[src/rtl/stream_demux_1to2_pkg.sv]
// Shared constants for the 1-to-2 stream demux: destination select codes
// and the per-output slot state.
package stream_demux_1to2_pkg;

  localparam logic SEL_A = 1'b0;
  localparam logic SEL_B = 1'b1;

  typedef enum logic {
    SLOT_EMPTY = 1'b0,
    SLOT_FULL  = 1'b1
  } slot_state_e;

endpackage

[src/rtl/stream_demux_1to2_slot.sv]
// One-entry registered output slot with load/drain handshaking and a
// wrapping count of completed output transfers.
module demux_slot
  import stream_demux_1to2_pkg::*;
#(
  parameter int WIDTH = 1,
  parameter int CNT_W = 8
) (
  input  logic             Clk,
  input  logic             Reset,
  input  logic             load,
  input  logic [WIDTH-1:0] load_data,
  output logic             free,
  output logic [WIDTH-1:0] out_data,
  output logic             out_valid,
  input  logic             out_ready,
  output logic [CNT_W-1:0] count
);

  slot_state_e state;
  logic        drain;

  assign out_valid = (state == SLOT_FULL);
  assign drain     = out_valid && out_ready;
  assign free      = !out_valid || out_ready;

  // Load wins over drain so a simultaneous drain+load keeps the slot full.
  always_ff @(posedge Clk or negedge Reset) begin
    if (!Reset) begin
      state    <= SLOT_EMPTY;
      out_data <= '0;
      count    <= '0;
    end else begin
      if (load) begin
        state    <= SLOT_FULL;
        out_data <= load_data;
      end else if (drain) begin
        state <= SLOT_EMPTY;
      end
      if (drain) begin
        count <= count + CNT_W'(1);
      end
    end
  end

endmodule

[src/rtl/stream_demux_1to2.sv]
// Steers one valid/ready stream to output A or B per transfer; each output
// has its own register slot so a stalled consumer never blocks the other.
module stream_demux_1to2
  import stream_demux_1to2_pkg::*;
#(
  parameter int WIDTH = 1,
  parameter int CNT_W = 8
) (
  input  logic             Clk,
  input  logic             Reset,
  input  logic [WIDTH-1:0] in_data,
  input  logic             in_sel,
  input  logic             in_valid,
  output logic             in_ready,
  output logic [WIDTH-1:0] outA_data,
  output logic             outA_valid,
  input  logic             outA_ready,
  output logic [WIDTH-1:0] outB_data,
  output logic             outB_valid,
  input  logic             outB_ready,
  output logic [CNT_W-1:0] countA,
  output logic [CNT_W-1:0] countB
);

  logic slot_a_free;
  logic slot_b_free;
  logic accept;
  logic load_a;
  logic load_b;

  // in_ready looks only at the selected slot, never at in_valid.
  assign in_ready = (in_sel == SEL_B) ? slot_b_free : slot_a_free;
  assign accept   = in_valid && in_ready;
  assign load_a   = accept && (in_sel == SEL_A);
  assign load_b   = accept && (in_sel == SEL_B);

  demux_slot #(
    .WIDTH(WIDTH),
    .CNT_W(CNT_W)
  ) u_slot_a (
    .Clk       (Clk),
    .Reset     (Reset),
    .load      (load_a),
    .load_data (in_data),
    .free      (slot_a_free),
    .out_data  (outA_data),
    .out_valid (outA_valid),
    .out_ready (outA_ready),
    .count     (countA)
  );

  demux_slot #(
    .WIDTH(WIDTH),
    .CNT_W(CNT_W)
  ) u_slot_b (
    .Clk       (Clk),
    .Reset     (Reset),
    .load      (load_b),
    .load_data (in_data),
    .free      (slot_b_free),
    .out_data  (outB_data),
    .out_valid (outB_valid),
    .out_ready (outB_ready),
    .count     (countB)
  );

endmodule

[config.mk]
export PLATFORM = sky130hd
export DESIGN_NAME = stream_demux_1to2
export DESIGN_NICKNAME = d
export VERILOG_FILES = /design/src/rtl/stream_demux_1to2_pkg.sv /design/src/rtl/stream_demux_1to2_slot.sv /design/src/rtl/stream_demux_1to2.sv
export SDC_FILE = /design/constraint.sdc
export NUM_CORES = 1
export LEC_CHECK = 0
export CAP_MARGIN = 20
export CORE_UTILIZATION = 44
export CTS_CLUSTER_DIAMETER = 100
export DETAILED_ROUTE_END_ITERATION = 6
export HOLD_SLACK_MARGIN = 0.03
export PLACE_DENSITY = 0.84
export SLEW_MARGIN = 20
export SYNTH_ARGS = -nofsm -noshare
export SYNTH_HDL_FRONTEND = slang
export SYNTH_SLANG_ARGS = --single-unit
[constraint.sdc]
create_clock -name Clk -period 1.2 [get_ports Clk]
set_input_delay 0.24 -clock Clk [delete_from_list [all_inputs] [get_ports Clk]]
set_output_delay 0.24 -clock Clk [all_outputs]
set_load 0.01 [all_outputs]
Yosys cells after proc, flatten, opt, wreduce, memory -nomap -nowiden
Cells that the tools add are included. W data, S select, Z words.

Add/sub/neg operators: 2. Muxes and demuxes: 5. Bitwise gates (word level): 1. Reduce and logical (&&, ||, !) cells: 11.

Operators by type and width (number): $add A8 B1 Y8 const B (2); $logic_and A1 B1 Y1 (5); $mux W1 (5); $reduce_bool A2 Y1 (2); $logic_not A1 Y1 (2); $logic_or A1 B1 Y1 (2); $not A1 Y1 (1).

Bits in registers: 20.

Longest topological paths before layout
Gate-level depths: netlist of the first run.

Depth in word-level cells: 6. Mapped depth: 4.

By module
Synthesis of the first run repeated with hierarchy kept, for this count alone.

Cells, all modules: 69. Area total of the unflattened synthesis: 898.4 sq um.

By module, submodules not included: demux_slot (instances 2, cells an instance 33, area each 432.9 sq um, seq. area each 250.2 sq um); stream_demux_1to2 (instances 1, cells an instance 3, area each 32.5 sq um, seq. area each 0.0 sq um).

Worst setup path after synthesis of the first run
No wires, ideal clock.

Path kind: register -> register. Start: register u_slot_b.state (netlist: u_slot_b.out_valid). End: register u_slot_b.out_data. Data arrival time: 1.001 ns. Required time: 1.073 ns. Setup slack: 0.071 ns. Stages on the path, launching flop included: 4. Cell sequence: dfrtp_1 nor2b_2 nor2_1 mux2_1.

Cells in the longest elaborated chain, start to end: 5.

Ends and longest elaborated chain: start: declaration (RTL line stream_demux_1to2_slot.sv:20) `slot_state_e state;`; start signal: assignment (RTL line stream_demux_1to2_slot.sv:30) `state <= SLOT_EMPTY;`; start signal: assignment (RTL line stream_demux_1to2_slot.sv:35) `state <= SLOT_FULL;`; start signal: assignment (RTL line stream_demux_1to2_slot.sv:38) `state <= SLOT_EMPTY;`; $logic_not A1 Y1 (RTL line stream_demux_1to2_slot.sv:25) `assign free = !out_valid || out_ready;`; $logic_or A1 B1 Y1 (RTL line stream_demux_1to2_slot.sv:25); $mux W1 (RTL line stream_demux_1to2.sv:32) `assign in_ready = (in_sel == SEL_B) ? slot_b_free : slot_a_free;`; $logic_and A1 B1 Y1 (RTL line stream_demux_1to2.sv:33) `assign accept = in_valid && in_ready;`; $logic_and A1 B1 Y1 (RTL line stream_demux_1to2.sv:35) `assign load_b = accept && (in_sel == SEL_B);`; end signal: assignment (RTL line stream_demux_1to2_slot.sv:36) `out_data <= load_data;`; end: declaration (RTL line stream_demux_1to2_slot.sv:14) `output logic [WIDTH-1:0] out_data,`.

No other way between the ends. A chain may end at the register's enable or synchronous reset.

Worst setup path after layout of the first run
Start: register u_slot_a.state (netlist: u_slot_a.out_valid). End: output port outA_valid.

RTL lines: start: declaration (RTL line stream_demux_1to2_slot.sv:20); start signal: assignment (RTL line stream_demux_1to2_slot.sv:30); start signal: assignment (RTL line stream_demux_1to2_slot.sv:35); start signal: assignment (RTL line stream_demux_1to2_slot.sv:38); end: declaration (RTL line stream_demux_1to2.sv:16) `output logic outA_valid,`.

No word-level cell between the ends.

==> impl_metrics.ini, run 1 <==
[timing]
period_share = 1.11
worstMarginPinSlew_ns = 0.267
skew_ns = 0.00238
setup_ws_ns = -0.133
relSlewSlack = 0.822
hold_viol = 0
fmax_ghz = 0.750
layout_min_cycle_time_ns = 1.33
slew_violations = 0
rsz0062_at_grt = true
fin_hold_ws_ns = 0.273
setup_viol = 5

[layout]
n_antenna_cell = 0
drive_gt1_frac = 0.444
fin_nets = 143
fillers = 112
stdcell_count = 158
synthToLayoutAreaGrowth_pct = 65.1
stdcell_area_sq_um = 1460

[global_routing]
track_usage = 0.208
grt_pass1_vias = 761
antenna_found_initial = 0
grt-ovfl-total = 0
grt_max_degree = 21
grt_first_pass_wirelength_um = 3180

[setup_path]
cp.required_ns = 0.96
cp.arrival_ns = 1.09
crit_path_max_fanout = 3
endpoint_kind = output port
path_class = reg2out
cp-start-kind = flop

[pwr]
power_density_nw_per_um2 = 1880
peakVddDrop_mv = 1.21
p_leak_nw = 0.727
p_total_mw = 2.74

[floorplan]
start_util = 0.490
die_w_um = 46.8
io_pins = 28
die-area_sq_um = 2190
core-area_sq_um = 1800
die_h_um = 46.8
row_count = 15

[yosys]
synth_top_family_by_area = simple AND/OR/NAND/NOR gates
synth-adder-area-share = 0.0284
syn_area_sq_um = 882
synth_simple_gate_area_frac = 0.199
netlist_instances = 73
yosys.cell_types.count = 21
synth_top_area_frac = 0.567
synth-xor-area-share = 0.139
synth_commonest_cells = 20 x dfrtp_1, 9 x nand2_1, 9 x xnor2_1
ys_ff_latch = 20
syn_nets = 82
synthArstFlopShare = 1.00
synthTopCellsByArea = dfrtp_1 57%, xnor2_1 8.9%, xor2_1 5.0%
yosysMostFrequentCell = dfrtp_1
synth-compound-area-share = 0.0113
synthMuxAreaShare = 0.0511
ys.flop_type = dfrtp_1
synth_edf_count = 0
ys.warnings.count = 0
yosysSeqAreaShare = 0.567
yosys.area.top_type = dfrtp_1
syn_avg_cell_area_sq_um = 12.1

[clock_tree]
clk_pin_slew_ns = 0.11
numCtsBuffers = 3
cts_root_buf = clkbuf_4
tritoncts = yes
htree_levels = 1
cts.sinks = 20
clk_latency_ns = 0.29
clock_path_buffers = 2

[hold_path]
hold_path_class = in2async

[detailed_routing]
drt-initial-drc-count = 5
wl_per_cell_um = 13.8
ant_nets = 0
routed_wl_um = 2180
wl_met2_um = 1150
met1_length_um = 918
vias = 759
viasPerCell = 4.80
dr.pass1.iters = 3
drc_errors = 0
routed.top_layer = met4
wl_met3_um = 66

[placement]
gp_congestion = 0.770
dpl.cell_count = 143
port_buffers = 27
placed_area_sq_um = 1320
pre_cts_ws_ns = -0.605
dpl.hpwl_um = 1360

[flow_run]
max-cap-violations = 0

[status]
outcome = finished with violations
violations = negative setup slack
==> where the power goes <==
| group | internal, mW | total, mW | switching (mW) |
|---|---|---|---|
| logic | 0.725 | 1.37 | 0.643 |
| registers | 0.868 | 0.984 | 0.116 |
| clock network | 0.185 | 0.388 | 0.203 |
==> timing repair <==
| action | 4_1_cts | 5_1_grt |
|---|---|---|
| pin swaps | 1 | 5 |
| hold buffers | 0 | 0 |
| setup buffers | 8 | 4 |
| gates resized for setup | 55 | 21 |
| setup endpoints to repair | 21 | 19 |
| gates cloned | 0 | 0 |
==> registers in the layout (all words and copies together) (netlist names) <==
register and count:
u_slot_a.count 8, u_slot_b.count 8, u_slot_b.out_valid 1, u_slot_b.out_data 1
u_slot_a.out_data 1, u_slot_a.out_valid 1
==> cells in the final DEF, fill, tap and decap left out, types with 3 or more instances in the layout <==
cell / netlist / final
xor2_1: 5 / 5
buf_4: 0 / 27
clkdlybuf4s50_1: 0 / 3
dlygate4sd2_1: 0 / 3
nand4_1: 4 / 4
nand2_1: 9 / 8
nor2_1: 4 / 3
dfrtp_1: 20 / 20
clkbuf_4: 0 / 3
xnor2_1: 9 / 9
clkbuf_2: 0 / 9
clkdlybuf4s15_1: 0 / 9
buf_6: 0 / 4
==> cell type report <==
cell class	instances	area [sq um]	share of cell area
inverter	1	3.75	0.00258
clock buffer	4	36.3	0.0249
timing repair buffer	56	444	0.305
sequential	20	500	0.344
tap	25	31.3	0.0215
multi-input combinational	52	440	0.302
==> kinds of logic after synthesis <==
family          after synthesis
flops                        20
mux                           4
buf+inv                       1
simple gates                 30
fa+ha+maj                     2
xor+xnor                     14
compound gates                2
==> worst max-delay path, cell delays in order, from the launching register on <==
cell and delay, ns:
dfrtp_1 0.43, buf_4 0.15, buf_6 0.11, buf_6 0.11
==> worst paths after layout <==
| kind | startpoint | end | slack (ns) | depth (start not counted) |
|---|---|---|---|---|
| worst max-delay path | u_slot_a.out_valid$_DFFE_PN0P_ | outA_valid | -0.13 | 3 |
| worst min-delay path | Reset | u_slot_a.count[1]$_DFFE_PN0P_ | 0.27 | 2 |
| worst max register to register | u_slot_a.out_valid$_DFFE_PN0P_ | u_slot_a.count[1]$_DFFE_PN0P_ | -0.04 | 4 |
| worst min register to register | u_slot_b.out_data$_DFFE_PN0P_ | u_slot_b.out_data$_DFFE_PN0P_ | 0.51 | 1 |
| max in group asynchronous | Reset | u_slot_a.count[4]$_DFFE_PN0P_ | 0.72 | 2 |
| min in group Clk | in_sel | u_slot_a.out_valid$_DFFE_PN0P_ | 0.38 | 2 |
==> metrics by stage <==
| step | util | TNS [ns] |
|---|---|---|
| CTS | 0.788 | -0.167 |
| floorplan | - | 0 |
| detailed placement | 0.732 | -3.45 |
| global route | 0.808 | -0.663 |
| finish | 0.808 | -0.335 |
| global placement | 0.732 | -3.30 |
==> metal layers <==
metal,vias to the layer above,GRT usage
li1,365,-
met1,368,0.231
met2,18,0.394
met3,8,0.0423
met4,0,0.0629
met5,-,0
Power figures use the tool's default switching activity.
==> run 2, diff against run 1 <==
CORE_UTILIZATION = 48   (was 44)
PLACE_DENSITY = 0.89   (was 0.84)
clock period = 1.6 ns   (was 1.2 ns; I/O delays follow)
==> run 2 against run 1 <==
Effect of this change:
- total power shrank 26%
- core utilization shrank 1.2 points
- combinational power shrank 30%
- wire length shrank 6.7%
- highest routed layer unchanged
- cell count shrank 5.7%
- register-to-register slack gained 0.41 ns
- clock skew grew 0.0037 ns
- global-route usage grew 0.47 points
- hold slack gained 0.077 ns
- via count shrank 2.2%
- critical path depth shrank 2
- the run now ends clean
- die area shrank 8.0%
==> impl_metrics.ini, run 2 (same netlist as run 1, synthesis figures left out) <==
[detailed_routing]
viasPerCell = 4.98
wl_per_cell_um = 13.7
drc_errors = 0
routed_wl_um = 2030
ant_nets = 0
dr.pass1.iters = 7
drt-initial-drc-count = 10
vias = 742

[layout]
regArea_sq_um = 500
top_regs = u_slot_a.count: 8 flops, u_slot_b.count: 8 flops
fin_nets = 134
final_cell_mix = 22 x clkdlybuf4s50_1, 20 x buf_4, 20 x dfrtp_1
fin_util = 0.796
drive_gt1_frac = 0.266
multi_input_area_sq_um = 385
fillers = 122
n_antenna_cell = 0
layout_commonest_cell = clkdlybuf4s50_1
synthToLayoutAreaGrowth_pct = 55.9

[global_routing]
track_usage = 0.212
grt_first_pass_wirelength_um = 2940
grt_max_degree = 21
grt-ovfl-total = 0
grt_pass1_vias = 684
antenna_found_initial = 0

[clock_tree]
clk_latency_ns = 0.30
numCtsBuffers = 3
hold_buffers = 0
clock_path_buffers = 2
tritoncts = yes
htree_levels = 1
cts_root_buf = clkbuf_4
cts.sinks = 20
clk_pin_slew_ns = 0.12

[setup_path]
cp.required_ns = 1.28
crit_chain = clkdlybuf4s50_1
crit_path_max_fanout = 3
crit_family = buffers and inverters
path_class = reg2out
crit_start = u_slot_b.count[6]$_DFFE_PN0P_
path_buf_inv = 1
critPathMaxStageDelay_ns = 0.55
regToRegStartpoint = u_slot_b.count[0]$_DFFE_PN0P_
cp_slowest_cell = clkdlybuf4s50_1
r2r_cells = 3
endpoint_kind = output port
r2r_slack_ns = 0.37
rr_endpoint = u_slot_b.count[1]$_DFFE_PN0P_
crit_end = countB[6]
cp-start-kind = flop
cp.depth = 1
cp.arrival_ns = 1.24

[timing]
worstMarginPinSlew_ns = 0.252
period_share = 0.976
skew_ns = 0.00608
relSlewSlack = 0.832
setup_tns_ns = 0
layout_min_cycle_time_ns = 1.56
slew_violations = 0
hold_viol = 0
setup_viol = 0
fmax_ghz = 0.640

[floorplan]
start_util = 0.511
io_pins = 28
die_h_um = 44.9
die_w_um = 44.9
die-area_sq_um = 2010
row_count = 15
core-area_sq_um = 1730

[placement]
dpl.hpwl_um = 1400
port_buffers = 27
gp_congestion = 0.691

[status]
outcome = finished, final reports clean

[flow_run]
max-cap-violations = 0

[pwr]
peakVddDrop_mv = 1.10
p_leak_nw = 0.658
power_density_nw_per_um2 = 1470
p_total_mw = 2.02

[hold_path]
hold_path_class = in2async
==> run 2: changes by cell type in the layout (fill, tap and decap cells not counted), sizes merged <==
| cell | change |
|---|---|
| dlygate4sd2 | -1 |
| dlymetal6s2s | +2 |
| clkbuf | -9 |
| buf | -11 |
| clkdlybuf4s15 | -9 |
| clkdlybuf4s50 | +19 |
==> run 2: area by class of cell <==
class / count / share of cell area
Sequential cell: 20 / 0.364
Tap cell: 25 / 0.0227
Timing Repair Buffer: 47 / 0.304
Inverter: 1 / 0.00273
Multi-Input combinational cell: 52 / 0.280
Clock buffer: 4 / 0.0264
==> run 2: how the worst min path moves through the flow <==
stage,from,to,cells after the start
6_report,Reset,u_slot_b.count[7]$_DFFE_PN0P_,2
5_1_grt,Reset,u_slot_a.count[5]$_DFFE_PN0P_,2
4_1_cts,Reset,u_slot_b.count[7]$_DFFE_PN0P_,2
3_5_place_dp,u_slot_b.count[7]$_DFFE_PN0P_,u_slot_b.count[7]$_DFFE_PN0P_,1
3_3_place_gp,u_slot_a.count[7]$_DFFE_PN0P_,u_slot_a.count[7]$_DFFE_PN0P_,1
2_1_floorplan,Reset,u_slot_a.count[0]$_DFFE_PN0P_,0
==> run 2: timing repair <==
item,4_1_cts,5_1_grt
hold endpoints to repair,0,0
setup endpoints to repair,9,8
gates resized for setup,6,3
buffers inserted,7,8
gates cloned,0,0
==> run 2: per-stage QoR <==
step / worst slack (ns) / instance area [sq um] / instances / hold WS [ns]
final: 0.0385 / 1380 / 149 / 0.351
after CTS: 0.00335 / 1300 / 141 / 0.358
after floorplan: 0.460 / 882 / 73 / 0.0244
after detailed placement: -0.391 / 1220 / 130 / 0.463
after global placement: -0.335 / 1220 / 130 / 0.455
after global routing: -0.00321 / 1380 / 149 / 0.381
==> run 2: routing by layer <==
layer / track usage / share of wire / wire length [um]
met1: 0.233 / 0.42 / 854
met2: 0.400 / 0.53 / 1070
met3: 0.0240 / 0.031 / 64
met4: 0.109 / 0.021 / 43
met5: 0 / 0 / 0
==> run 2: report_power, final <==
part,switching [mW],total [mW],internal [mW],leakage [nW]
Clock,0.157,0.296,0.139,0.0210
Sequential,0.104,0.756,0.652,0.254
Combinational,0.401,0.964,0.563,0.384
==> run 3, diff against run 2 <==
CORE_UTILIZATION = 34   (was 48)
PLACE_DENSITY = 0.69   (was 0.89)
==> run 3 against run 2 <==
Effect of this change:
- die area is 39% higher
- largest power group unchanged
- sequential share of layout area is 1.5 points lower
- first-iteration DRC count is 20% lower
- non-clock buffer count is 3 higher
- cell count is 5.4% higher
- combinational power hardly changed
- total power is 5.7% higher
- critical path type unchanged
- clock skew is 0.011 ns higher
==> impl_metrics.ini, run 3 (same netlist as run 1, synthesis figures left out) <==
[clock_tree]
clk_latency_ns = 0.31
clk_pin_slew_ns = 0.13
cts_root_buf = clkbuf_4
clock_path_buffers = 2
cts.sinks = 20
htree_levels = 1
tritoncts = yes
numCtsBuffers = 3

[floorplan]
die-area_sq_um = 2800
die_h_um = 52.9
start_util = 0.359
core-area_sq_um = 2450
die_w_um = 52.9
row_count = 18
io_pins = 28

[setup_path]
crit_end = countA[0]
r2r_slack_ns = 0.39
path_class = reg2out
crit_chain = clkdlybuf4s50_1
crit_path_max_fanout = 2
critPathMaxStageDelay_ns = 0.55
cp_slowest_cell = clkdlybuf4s50_1
cp-start-kind = flop
cp.depth = 1
path_buf_inv = 1
crit_start = u_slot_a.count[0]$_DFFE_PN0P_
endpoint_kind = output port
regToRegStartpoint = u_slot_a.count[0]$_DFFE_PN0P_
r2r_cells = 3
cp.required_ns = 1.28
rr_endpoint = u_slot_a.count[1]$_DFFE_PN0P_
crit_family = buffers and inverters
cp.arrival_ns = 1.26

[layout]
final_cell_mix = 22 x buf_4, 20 x clkdlybuf4s50_1, 20 x dfrtp_1
regArea_sq_um = 500
multi_input_area_sq_um = 385
layout_commonest_cell = buf_4
fillers = 196
n_antenna_cell = 0
synthToLayoutAreaGrowth_pct = 62.4
fin_util = 0.584
fin_nets = 137
drive_gt1_frac = 0.283
top_regs = u_slot_a.count: 8 flops, u_slot_b.count: 8 flops
stdcell_area_sq_um = 1430

[detailed_routing]
vias = 728
ant_nets = 0
viasPerCell = 4.64
wl_per_cell_um = 12.1
dr.pass1.iters = 4
routed_wl_um = 1910
drc_errors = 0
drt-initial-drc-count = 8

[global_routing]
grt_first_pass_wirelength_um = 3200
antenna_found_initial = 0
grt_max_degree = 21
track_usage = 0.163
grt-ovfl-total = 0
grt_pass1_vias = 759

[placement]
gp_congestion = 0.705
port_buffers = 27
placed_area_sq_um = 1230
dpl.hpwl_um = 1260

[pwr]
p_leak_nw = 0.739
power_density_nw_per_um2 = 1490
peakVddDrop_mv = 1.27

[flow_run]
max-cap-violations = 0

[timing]
fmax_ghz = 0.633
relSlewSlack = 0.832
slew_violations = 0
setup_viol = 0
worstMarginPinSlew_ns = 0.251
layout_min_cycle_time_ns = 1.58
period_share = 0.987
setup_tns_ns = 0
skew_ns = 0.0171
hold_viol = 0

[status]
outcome = finished, final reports clean

[hold_path]
hold_path_class = in2async
run 3: cell count changes in the layout (fill, tap and decap cells not counted), sizes merged:
| cell | delta |
|---|---|
| bufinv | +1 |
| buf | +3 |
| dlygate4sd2 | -1 |
| dlymetal6s2s | +3 |
| clkdlybuf4s50 | -2 |
| clkbuf | -1 |
run 3: what timing repair did:
item / in CTS / in global routing
hold buffers: 0 / 0
endpoints found under the setup margin: 13 / 9
gates resized for setup: 4 / 8
buffers inserted: 11 / 6
run 3: power by group:
part,internal (mW),switching (mW),leakage (nW)
Clock,0.253,0.166,0.0279
Sequential,0.651,0.0930,0.254
Combinational,0.575,0.393,0.457
run 3: worst min path at each step:
stage,startpoint,endpoint,slack [ns]
after floorplan,Reset,u_slot_a.count[0]$_DFFE_PN0P_,0.02
final,Reset,u_slot_b.count[6]$_DFFE_PN0P_,0.32
after CTS,Reset,u_slot_b.count[6]$_DFFE_PN0P_,0.33
after global routing,Reset,u_slot_b.count[6]$_DFFE_PN0P_,0.36
after detailed placement,u_slot_a.count[7]$_DFFE_PN0P_,u_slot_a.count[7]$_DFFE_PN0P_,0.46
after global placement,u_slot_a.count[7]$_DFFE_PN0P_,u_slot_a.count[7]$_DFFE_PN0P_,0.46
run 3: area by class of cell:
type                       count  share of cell area
tap                           30              0.0262
clock inverter                 1              0.0210
timing repair buffer          50               0.316
inverter                       1             0.00262
sequential                    20               0.349
multi-input combinational     52               0.269
clock buffer                   3              0.0157
run 3: per-layer routing:
metal,part of all wire,global-route usage,up-vias,wire length (um)
met4,0.015,0.0833,0,29
met1,0.39,0.171,352,739
met2,0.56,0.300,14,1070
li1,-,-,358,-
met3,0.034,0.0374,4,64
met5,0,0,-,0
run 3: metrics by stage:
stage	cells	power (mW)	hold WS [ns]	worst slack [ns]
finish	157	2.13	0.320	0.0204
global route	157	2.27	0.356	-0.00256
CTS	151	2.08	0.333	-0.0388
detailed placement	136	1.52	0.465	-0.333
global placement	136	1.50	0.460	-0.338
floorplan	73	1.10	0.0244	0.460
